===== config.mk =====
export PLATFORM = sky130hd
export DESIGN_NAME = filtro_decimador
export DESIGN_NICKNAME = d
export VERILOG_FILES = /design/src/rtl/filtro_pkg.sv /design/src/rtl/filtro_mac.sv /design/src/rtl/filtro_decimador.sv
export SDC_FILE = /design/constraint.sdc
export NUM_CORES = 1
export LEC_CHECK = 0
export BUFFER_PORTS_ARGS = -buffer_cell sky130_fd_sc_hd__clkbuf_2
export CAP_MARGIN = 5
export CORE_MARGIN = 2
export CORE_UTILIZATION = 60
export CTS_BUF_LIST = sky130_fd_sc_hd__clkbuf_8
export DETAILED_ROUTE_END_ITERATION = 6
export GPL_ROUTABILITY_DRIVEN = 1
export PLACE_DENSITY = 0.78
export REMOVE_ABC_BUFFERS = 1
export SYNTH_ARGS = -nofsm -noshare
export SYNTH_HDL_FRONTEND = slang
export SYNTH_SLANG_ARGS = --single-unit

===== constraint.sdc =====
create_clock -name clock -period 16.9 [get_ports clock]
set_input_delay 0.845 -clock clock [delete_from_list [all_inputs] [get_ports clock]]
set_output_delay 0.845 -clock clock [all_outputs]
set_load 0.05 [all_outputs]

===== src/rtl/filtro_pkg.sv =====
// Shared constants, coefficient table and FSM encoding for the 8-tap
// decimating FIR filter.
package filtro_pkg;

  localparam int NTAPS        = 8;
  localparam int COEF_WIDTH   = 6;
  localparam int ROUND_SHIFT  = 6;
  localparam int ROUND_OFFSET = 32;

  typedef logic signed [COEF_WIDTH-1:0] coef_t;

  // Symmetric low-pass kernel, DC gain 64 (undone by the final >>> 6).
  localparam coef_t COEFS [NTAPS] = '{
    -6'sd2, 6'sd2, 6'sd14, 6'sd18, 6'sd18, 6'sd14, 6'sd2, -6'sd2
  };

  typedef enum logic [1:0] {
    COLLECT = 2'd0,
    MAC     = 2'd1,
    OUTPUT  = 2'd2
  } state_e;

  function automatic coef_t coef_at(input logic [2:0] idx);
    return COEFS[idx];
  endfunction

endpackage


===== src/rtl/filtro_mac.sv =====
// Registered signed multiply-accumulate with synchronous clear and advance
// enable; the product is sign-extended to the accumulator width.
module filtro_mac #(
  parameter int A_WIDTH   = 10,
  parameter int B_WIDTH   = 6,
  parameter int ACC_WIDTH = 19
) (
  input  logic                        clock,
  input  logic                        reset,
  input  logic                        clear,
  input  logic                        enable,
  input  logic signed [A_WIDTH-1:0]   a,
  input  logic signed [B_WIDTH-1:0]   b,
  output logic signed [ACC_WIDTH-1:0] acc
);

  localparam int PW = A_WIDTH + B_WIDTH;

  logic signed [PW-1:0]        product;
  logic signed [ACC_WIDTH-1:0] product_ext;

  assign product     = a * b;
  assign product_ext = {{(ACC_WIDTH-PW){product[PW-1]}}, product};

  always_ff @(posedge clock or negedge reset) begin
    if (!reset) begin
      acc <= '0;
    end else if (clear) begin
      acc <= '0;
    end else if (enable) begin
      acc <= acc + product_ext;
    end
  end

endmodule


===== src/rtl/filtro_decimador.sv =====
// 8-tap FIR decimator: collects DECIM samples, runs a sequential 8-cycle MAC,
// then presents one rounded output sample through a valid/ready handshake.
module filtro_decimador
  import filtro_pkg::*;
#(
  parameter int DATA_WIDTH = 8,
  parameter int DECIM      = 2
) (
  input  logic                         clock,
  input  logic                         reset,
  input  logic                         enable,
  input  logic signed [DATA_WIDTH+1:0] in_data,
  input  logic                         in_valid,
  output logic                         in_ready,
  output logic signed [DATA_WIDTH+2:0] out_data,
  output logic                         out_valid,
  input  logic                         out_ready,
  output logic                         busy,
  output state_e                       dbg_state
);

  // Handshakes: a transfer happens on a rising edge where valid, ready and
  // enable are all high; valid never waits on ready, data is held until taken.

  localparam int IN_W  = DATA_WIDTH + 2;
  localparam int OUT_W = DATA_WIDTH + 3;
  localparam int ACC_W = DATA_WIDTH + 2 + COEF_WIDTH + 3;

  localparam logic [3:0]              LAST_PHASE = 4'(DECIM - 1);
  localparam logic [3:0]              TAP_DONE   = 4'(NTAPS);
  localparam logic signed [ACC_W-1:0] RND        = ACC_W'(ROUND_OFFSET);

  state_e                  state, state_next;
  logic [3:0]              phase;
  logic [3:0]              tap;
  logic signed [IN_W-1:0]  x [NTAPS];
  logic signed [ACC_W-1:0] acc;
  logic signed [ACC_W-1:0] rounded;
  logic                    accept;
  logic                    mac_clear;
  logic                    mac_en;

  assign in_ready  = reset & enable & (state == COLLECT);
  assign accept    = in_valid & in_ready;
  assign busy      = (state != COLLECT);
  assign dbg_state = state;
  assign rounded   = (acc + RND) >>> ROUND_SHIFT;

  always_ff @(posedge clock or negedge reset) begin
    if (!reset) begin
      state <= COLLECT;
    end else begin
      state <= state_next;
    end
  end

  always_comb begin
    state_next = state;
    mac_clear  = 1'b0;
    mac_en     = 1'b0;
    case (state)
      COLLECT: begin
        if (accept && phase == LAST_PHASE) begin
          state_next = MAC;
          mac_clear  = 1'b1;
        end
      end
      MAC: begin
        // tap 0..7 accumulate; tap 8 is the extra edge that rounds the sum
        if (enable) begin
          if (tap == TAP_DONE) begin
            state_next = OUTPUT;
          end else begin
            mac_en = 1'b1;
          end
        end
      end
      OUTPUT: begin
        if (out_valid && out_ready && enable) begin
          state_next = COLLECT;
        end
      end
      default: state_next = COLLECT;
    endcase
  end

  always_ff @(posedge clock or negedge reset) begin
    if (!reset) begin
      x         <= '{default: '0};
      phase     <= '0;
      tap       <= '0;
      out_data  <= '0;
      out_valid <= 1'b0;
    end else if (enable) begin
      if (accept) begin
        for (int k = NTAPS - 1; k > 0; k--) begin
          x[k] <= x[k-1];
        end
        x[0] <= in_data;
        if (phase == LAST_PHASE) begin
          phase <= '0;
          tap   <= '0;
        end else begin
          phase <= phase + 4'd1;
        end
      end
      if (state == MAC) begin
        if (tap == TAP_DONE) begin
          out_data  <= OUT_W'(rounded);
          out_valid <= 1'b1;
        end else begin
          tap <= tap + 4'd1;
        end
      end
      if (state == OUTPUT && out_valid && out_ready) begin
        out_valid <= 1'b0;
      end
    end
  end

  filtro_mac #(
    .A_WIDTH  (IN_W),
    .B_WIDTH  (COEF_WIDTH),
    .ACC_WIDTH(ACC_W)
  ) u_mac (
    .clock (clock),
    .reset (reset),
    .clear (mac_clear),
    .enable(mac_en),
    .a     (x[tap[2:0]]),
    .b     (coef_at(tap[2:0])),
    .acc   (acc)
  );

endmodule


# Word level (Yosys, flattened, before mapping)
# Memory sizes are Yosys's and may differ from the RTL's.
# Index checks and enable logic that the tools add are counted.
op_classes:
  addsub: 4
  n_mul: 1
  magnitude_cmp: 1
  n_eq_ne: 8
  n_mux: 25
  bitwise: 4
  reduce_logical: 14
ops:
  columns: ["cell", "n"]
  rows:
  - ["two-way mux 19 bit", 2]
  - ["binary-select mux 10 bit (select 3 bit)", 1]
  - ["two-way mux 10 bit", 2]
  - ["two-way mux 4 bit", 5]
  - ["adder 19 x 16 -> 19 bit", 1]
  - ["adder 17 x 7 -> 17 bit, second input constant", 1]
  - ["multiplier 10 x 6 -> 16 bit", 1]
  - ["two-way mux 6 bit", 2]
  - ["adder 4 x 1 -> 4 bit, second input constant", 2]
  - ["two-way mux 1 bit", 8]
  - ["two-way mux 2 bit", 4]
  - ["nonzero test 2 bit", 4]
  - ["!= test 2 bit, second input constant", 3]
  - ["one-hot mux 2 bit (3 select lines)", 1]
  - ["AND reduction 3 bit", 2]
  - ["logical AND 1 bit", 5]
  - ["== test 4 x 1 -> 1 bit, second input constant", 1]
  - ["== test 4 bit, second input constant", 1]
  - ["greater-or-equal comparator 4 bit, second input constant", 1]
  - ["NOT 3 -> 4 bit", 1]
  - ["AND reduction 4 bit", 1]
  - ["AND 1 bit", 3]
  - ["== test 2 x 1 -> 1 bit, second input constant", 1]
  - ["== test 2 bit, second input constant", 1]
  - ["3 further kinds", 3]
word_totals:
  regBits: 121
  romBits: 48
  elab_cells: 72
  memories: 1
memory_table:
  columns: ["name", "words", "width", "read_ports", "rd_ports_with_merged_regs", "wr", "line_no", "rtl"]
  rows:
  - ["(name not given)", 8, 6, 1, 0, 0, "filtro_pkg.sv:24", "return COEFS[idx];"]

# Longest topological paths before layout
# Gate-level depths: netlist of the first run.
depth:
  word_depth: 8
  depth_mapped: 22
  mapped_depth_nobuf: 19

# Hierarchy
# From an unflattened synthesis of the first run, not the netlist that was laid out.
hier_totals:
  hier_cells: 753
  hier_area_um2: 8898.5
modules_own_cells:
  columns: ["mod", "n_inst", "cells_per_inst", "area_each_um2", "seq_area_each_um2"]
  rows:
  - ["filtro_decimador", 1, 324, 5089.9, 2552.4]
  - ["filtro_mac", 1, 429, 3808.7, 475.5]

# Worst setup path before layout of the first run
# OpenSTA, ideal clock, no wires.
synth_path:
  kind: "register -> register"
  start: "register tap[0]"
  end: "register u_mac.acc[13]"
  arrival_ps: 5491
  t_required_ps: 16778
  path_slack_ps: 11288
  stages_incl_launch_ff: 23
  path_buffers: 3
  path_cell_list: "dfrtp_1 buf_2 buf_2 inv_1 ha_1 mux2i_1 clkbuf_1 inv_1 nand2_1 fa_1 fa_1 inv_1 fa_1 inv_1 fa_1 inv_1 ha_1 nor2b_1 o21ai_1 a21boi_1 o41a_1 or3_1 a32o_1"
synth_via:
  elab_chain_len: 8
  elab_cells_between_ends: 16
  cone_classes: "add/sub: 1; mul: 1; eq/ne: 1; mux: 10; bitwise: 1; reduce/logical: 1; memory: 1"
synth_lines:
  columns: ["element", "line_no", "rtl"]
  rows:
  - ["start: declaration", "filtro_decimador.sv:35", "logic [3:0] tap;"]
  - ["start signal: assignment", "filtro_decimador.sv:112", "tap <= tap + 4'd1;"]
  - ["NOT 3 -> 4 bit (not written as such)", "filtro_pkg.sv:24, filtro_decimador.sv:130", null]
  - ["memory read (8 x 6 bit) / binary-select mux 10 bit (select 3 bit) (equally long branches)", null, null]
  - ["two-way mux 6 bit (not written as such) / two-way mux 10 bit (equally long branches) (2 in series)", "filtro_pkg.sv:24, filtro_decimador.sv:130", null]
  - ["multiplier 10 x 6 -> 16 bit", "filtro_mac.sv:22", "assign product = a * b;"]
  - ["adder 19 x 16 -> 19 bit", "filtro_mac.sv:31", "acc <= acc + product_ext;"]
  - ["two-way mux 19 bit", "filtro_mac.sv:30", "end else if (enable) begin"]
  - ["two-way mux 19 bit", "filtro_mac.sv:28", "end else if (clear) begin"]
  - ["end signal: assignment", "filtro_mac.sv:31", null]
  - ["end: declaration", "filtro_mac.sv:14", "output logic signed [ACC_WIDTH-1:0] acc"]
# Parallel ways exist; a longest one is shown, timed or not. The select of a mux whose other input is x is not followed.
# A chain may end at the register's enable or synchronous reset.

==> results of run 1 <==
[metrics by stage]
| step | utilization, % | hold slack, ns | setup slack [ns] |
|---|---|---|---|
| 5_1_grt | 67.0 | 0.392 | 10.08 |
| 3_5_place_dp | 63.2 | 0.458 | 10.46 |
| 2_1_floorplan | - | 0.441 | 10.75 |
| 6_report | 67.0 | 0.365 | 10.45 |
| 4_1_cts | 67.0 | 0.373 | 10.44 |
| 3_3_place_gp | 63.2 | 0.453 | 10.63 |
[area by class of cell]
| type | instances | area (um^2) |
|---|---|---|
| inverters | 95 | 357 |
| repair buffers | 35 | 190 |
| flip-flops and latches | 118 | 2950 |
| clock inverters | 12 | 223 |
| fillers | 962 | 4140 |
| clock buffers | 19 | 262 |
| multi-input cells | 575 | 4230 |
| well taps | 172 | 215 |
[critical path: stages, from the launching register on]
cell and delay (ns):
dfrtp_1 1.04, inv_1 0.14, ha_1 0.24, mux2i_1 0.64
inv_1 0.18, nand2_1 0.14, fa_1 0.43, fa_1 0.55
inv_1 0.06, fa_1 0.52, inv_1 0.05, fa_1 0.53
inv_1 0.04, ha_1 0.33, nor2b_1 0.15, o21ai_1 0.16
a21boi_1 0.16, o41a_1 0.39, or3_1 0.33, a32o_1 0.25
[synth_stat cells (2+ instances only)]
cell type	n
nand2_1	264
inv_1	94
o21ai_1	3
mux4_2	20
mux2_2	8
a32o_1	6
a21o_1	5
o22ai_1	2
mux2i_1	7
xor2_1	8
nand4_1	2
o41a_1	2
nand2b_1	3
buf_2	14
a21oi_1	17
or3_1	5
xnor2_1	19
fa_1	45
and2_1	7
nand3_1	6
and3_1	3
nor3_1	4
o21ai_0	18
o211ai_1	2
ha_1	46
dfrtp_1	118
clkbuf_1	14
nor2b_1	3
nor2_1	46
a31oi_1	3
buf_1	5
o21a_1	4
[cells by family (layout without fill, tap and decap cells)]
kind of cell               Yosys count  count (layout)  synth area share, %
and+or+nand+nor                    350             350                 18.6
buffers and inverters              129             161                 6.58
DFF                                118             118                 38.4
adders and majority gates           91              91                 19.2
AOI/OAI and AO/OA                   72              72                 6.12
muxes                               35              35                 7.95
xor gates and xnor gates            27              27                 3.08
[state kept, by name (all words and copies together), names as in the netlist, named ones only]
signal / cells
x: 80
tap: 3
u_mac.acc: 16
out_valid: 1
out_data: 11
dbg_state: 2
phase: 4
[cells in the final DEF, fill, tap and decap left out, types with 3 or more instances in the layout]
cell type,synthesis,layout
o21a_1,4,4
and2_1,7,6
dfrtp_1,118,118
clkbuf_8,0,19
ha_1,46,46
fa_1,45,45
o21ai_0,18,18
inv_1,94,94
nand2_1,264,263
or3_1,5,5
mux2i_1,7,7
and3_1,3,3
a32o_1,6,6
a21o_1,5,5
a31oi_1,3,3
nand2b_1,3,3
nor2_1,46,46
o21ai_1,3,3
mux4_2,20,20
a21oi_1,17,17
mux2_2,8,8
xor2_1,8,8
clkbuf_2,0,29
nand3_1,6,6
nor3_1,4,4
buf_4,1,6
xnor2_1,19,19
nor2b_1,3,3
bufinv_16,0,6
[worst max path at each step]
stage / startpoint / endpoint / slack [ns] / cells after the start
3_3_place_gp: flop / u_mac.acc[13]$_DFFE_PN0P_ / 10.63 / 19
4_1_cts: flop / u_mac.acc[13]$_DFFE_PN0P_ / 10.44 / 19
2_1_floorplan: tap[0]$_DFFE_PN0P_ / u_mac.acc[13]$_DFFE_PN0P_ / 10.75 / 19
6_report: flop / u_mac.acc[13]$_DFFE_PN0P_ / 10.45 / 19
3_5_place_dp: flop / u_mac.acc[13]$_DFFE_PN0P_ / 10.46 / 19
5_1_grt: flop / u_mac.acc[13]$_DFFE_PN0P_ / 10.08 / 19
[layer usage]
metal / routed length (um) / up-vias / part of all wire [%] / track usage (%)
li1: - / 2659 / - / -
met1: 6380 / 2728 / 43 / 28.8
met2: 7700 / 113 / 51 / 41.8
met3: 597 / 27 / 4.0 / 5.92
met4: 289 / 0 / 1.9 / 9.57
met5: 0 / - / 0 / 0
==> results_dict.tcl, run 1 <==
set metrics [dict create \
    wl_per_cell_um 14.6 \
    post_cts_resized 0 \
    tightestPinTransition_ns 1.06 \
    yosys.area.top_type "dfrtp_1" \
    synthToLayoutAreaGrowth_pct 9.69 \
    insertedDiodeCount 0 \
    synth-edff-count 0 \
    synth_area_leaders "dfrtp_1 38%, nand2_1 13%, fa_1 12%" \
    finalCritPeriodShare_pct 38.2 \
    cts_hold_buf 0 \
    gr-usage-all-layers_pct 24.0 \
    clk_pin_slew_ns 0.08 \
    grt_max_degree 79 \
    num_vias 5527 \
    ff2ff_setup_slack_ns 10.45 \
    cts_tree "yes" \
    die_x_um 117 \
    crit-reg2reg-capture "u_mac.acc[13]$_DFFE_PN0P_" \
    insertion_delay_ns 0.46 \
    ys_seq_elements 118 \
    stdcell_count 1026 \
    postCtsSetupBuffers 0 \
    initial_core_util_pct 61.1 \
    endpoint_kind "flop" \
    cap_violations 0 \
    place_congestion 0.847 \
    r2r.worst_path.cells 19 \
    finalSetupViolCount 0 \
    cts_sinks 118 \
    io_buffer_count 30 \
    hold_violations 0 \
    synthesis.area_um2 7680 \
    async_flop_share_pct 100 \
    cts_max_level 4 \
    dieArea_um2 13700 \
    max_slew_margin_pct 29.4 \
    cts_buffer_depth 2 \
    netlist_instances 822 \
    ys.flop_type "dfrtp_1" \
    ant_nets 0 \
    clock_skew_ns 0.0112 \
    setup-tns-final_ns 0 \
    yosysSeqAreaShare_pct 38.4 \
    antenna_found_initial 0 \
    wirelength_um 15000 \
    ys_warn_count 0 \
    start_kind "flop" \
    hold_class "in -> async" \
    grt_overflow 0 \
    num_rows 41 \
    first_iter_violations 304 \
    fp.dieH_um 117 \
    drive_gt1_share_pct 12.1 \
    crit_required_ns 17.25 \
    drc 0 \
    fin_nets 948 \
    pin_count 31 \
    grt_pass1_vias 5645 \
    stdcell_area_um2 8430 \
    crit_type "reg -> reg" \
    cts_root_buffer "clkbuf_8" \
    vias_per_cell 5.39 \
    avgSynthCellArea_um2 9.35 \
    grt_pass1_wl_um 25400 \
    place.detailed.instances 995 \
    numCtsBuffers 17 \
    yosysUniqueCellTypes 51 \
    crit_arrival_ns 6.80 \
    cp_max_fo 23 \
    yosys.area.top_type_share_pct 38.4 \
    period_needed_ns 6.45 \
    dp_hpwl_um 10700 \
    fmax_mhz 155 \
    post_dp_cell_area_um2 7940 \
    slew_viol_final 0 \
    rsz0062_at_grt "false" \
    firstDrtPassIters 7 \
    status "finished, final reports clean" \
    core-area_um2 12600 \
]
Power of run 1 is not shown: default switching activity piles up to over one toggle a cycle in this logic, so the estimate is an artifact.
==> run 2: changes to the inputs <==
--- a/config.mk
+++ b/config.mk
@@ -8,11 +8,11 @@
 export BUFFER_PORTS_ARGS = -buffer_cell sky130_fd_sc_hd__clkbuf_2
 export CAP_MARGIN = 5
 export CORE_MARGIN = 2
-export CORE_UTILIZATION = 60
+export CORE_UTILIZATION = 58
 export CTS_BUF_LIST = sky130_fd_sc_hd__clkbuf_8
 export DETAILED_ROUTE_END_ITERATION = 6
 export GPL_ROUTABILITY_DRIVEN = 1
-export PLACE_DENSITY = 0.78
+export PLACE_DENSITY = 0.79
 export REMOVE_ABC_BUFFERS = 1
 export SYNTH_ARGS = -nofsm -noshare
 export SYNTH_HDL_FRONTEND = slang
==> constraint.sdc (replaced) <==
create_clock -name clock -period 5.26 [get_ports clock]
set_input_delay 0.263 -clock clock [delete_from_list [all_inputs] [get_ports clock]]
set_output_delay 0.263 -clock clock [all_outputs]
set_load 0.05 [all_outputs]
==> run 2 against run 1 <==
  * Via count rose by 8.4%
  * Global-route usage up 1.0 points
  * Fmax grew 23%
  * Highest routed layer unchanged
  * Cell area rose by 10%
  * Core utilization increased by 3.9 points
  * Largest cell class unchanged
  * Register-to-register slack lost 10 ns
  * Cell count increased by 7.8%
  * Flip-flop and latch count is the same
  * Die area is 3.3% higher
  * Critical path depth rose by 1
==> results_dict.tcl, run 2 (synthesized netlist as in run 1, its figures left out) <==
set metrics [dict create \
    gr-usage-all-layers_pct 25.0 \
    crit_required_ns 5.62 \
    num_vias 5994 \
    grt_pass1_wl_um 28000 \
    grt_pass1_vias 6067 \
    layout_common_cells "255 x nand2_1, 116 x dfrtp_1, 89 x inv_1" \
    initial_core_util_pct 58.7 \
    numCtsBuffers 17 \
    wirelength_um 17300 \
    crit_type "reg -> reg" \
    fin_ws_ns 0.0116 \
    start_kind "flop" \
    vias_per_cell 5.42 \
    place_congestion 0.855 \
    grt_max_degree 64 \
    fmax_mhz 191 \
    rsz0062_at_grt "true" \
    synthToLayoutAreaGrowth_pct 20.9 \
    insertion_delay_ns 0.46 \
    core-area_um2 13100 \
    pre_cts_slack_ns -0.214 \
    tightestPinTransition_ns 0.983 \
    cts_sinks 118 \
    cp_cell_sequence "buf_6, mux4_2, nand2_4, nand2_4, nand2b_4, fa_1, fa_1, inv_2, fa_1, inv_1, fa_1, inv_2, ha_4, buf_4, and3_4, a22o_1, o21ai_2, a21boi_2, or3_1, a32o_1" \
    mostFrequentLayoutCell "nand2_1" \
    num_rows 42 \
    hold_violations 0 \
    finalCritPeriodShare_pct 99.8 \
    cap_violations 0 \
    first_iter_violations 370 \
    fillerInstances 903 \
    largest-register "x" \
    use_met1_pct 30.9 \
    grt_overflow 0 \
    slew_viol_final 0 \
    crit_top_cell "fa_1" \
    drive_gt1_share_pct 23.9 \
    worst_path_max_delay_cell "mux4_2" \
    crit_arrival_ns 5.60 \
    ant_nets 0 \
    cts_buffer_depth 2 \
    fin_util_pct 71.0 \
    slowest_delay_ns 0.54 \
    insertedDiodeCount 0 \
    clock_skew_ns 0.0138 \
    pin_count 31 \
    max_slew_margin_pct 34.2 \
    endpoint_kind "flop" \
    period_needed_ns 5.25 \
    status "finished, final reports clean" \
    grt_busiest_layer "met2" \
    cts_max_level 4 \
    io_buffer_count 30 \
    fin_nets 1023 \
    antenna_found_initial 0 \
    wl_per_cell_um 15.7 \
    die_x_um 119 \
    met3_usage_pct 4.74 \
    met2_usage_pct 43.7 \
    fp.dieH_um 119 \
    cts_tree "yes" \
    top_regs "x x80, u_mac.acc x16, out_data x11" \
    largest_reg_flops 80 \
    hold_class "in -> reg" \
    firstDrtPassIters 5 \
    finalSetupViolCount 0 \
    hold_ws_ns 0.118 \
    drc 0 \
    dieArea_um2 14200 \
    cts_root_buffer "clkbuf_8" \
    clk_pin_slew_ns 0.09 \
    dp_hpwl_um 11100 \
    cp_max_fo 8 \
]
run 2: timing repair:
item,4_1_cts,5_1_grt
resized for setup,39,45
hold buffers,11,0
setup endpoints to repair,8,7
pin swaps,22,41
buffers inserted,10,10
hold endpoints to repair,71,0
cloned,1,0
run 2: worst max-delay path: cells and delay by family (launching register included):
family	cells	cell delay [ns]
AOI/OAI and AO/OA	4	0.76
adders and majority gates	5	2.18
buffers and inverters	5	0.46
DFF	1	0.44
muxes	1	0.54
and+or+nand+nor	5	0.75
run 2: per-layer routing:
layer / wire [um] / share of wire (%)
met3: 659 / 3.8
met4: 325 / 1.9
met1: 7250 / 42
met2: 9100 / 52
met5: 0 / 0
run 2: layout make-up:
class	count	area, um^2	area share (%)
Timing Repair Buffer	110	847	9.12
Tap cell	176	220	2.37
Multi-Input combinational cell	575	4530	48.8
Clock buffer	17	234	2.52
Sequential cell	118	2960	31.8
Inverter	95	357	3.84
Clock inverter	15	145	1.56
run 2: worst paths after layout:
path                                    start                   endpoint  slack [ns]  depth (start not counted)
setup / recovery           tap[0]$_DFFE_PN0P_  u_mac.acc[14]$_DFFE_PN0P_        0.01                         20
hold / removal                      out_ready      out_valid$_DFFE_PN0P_        0.12                          4
setup reg to reg           tap[0]$_DFFE_PN0P_  u_mac.acc[14]$_DFFE_PN0P_        0.01                         20
hold reg to reg              x[7]$_DFFE_PN0P_           x[7]$_DFFE_PN0P_        0.48                          2
max in group asynchronous               reset         tap[0]$_DFFE_PN0P_        3.56                          3
min in group asynchronous               reset   u_mac.acc[4]$_DFFE_PN0P_        0.43                          2
run 2: stage by stage:
step / cell area (um^2) / instances / TNS [ns]
final: 9290 / 1106 / 0
after global routing: 9290 / 1106 / -0.215
after CTS: 9050 / 1100 / 0
after detailed placement: 8300 / 1046 / -0.939
after global placement: 8300 / 1046 / -0.382
after floorplan: 7530 / 788 / -6.44
Power of run 2 is left out for the same reason.
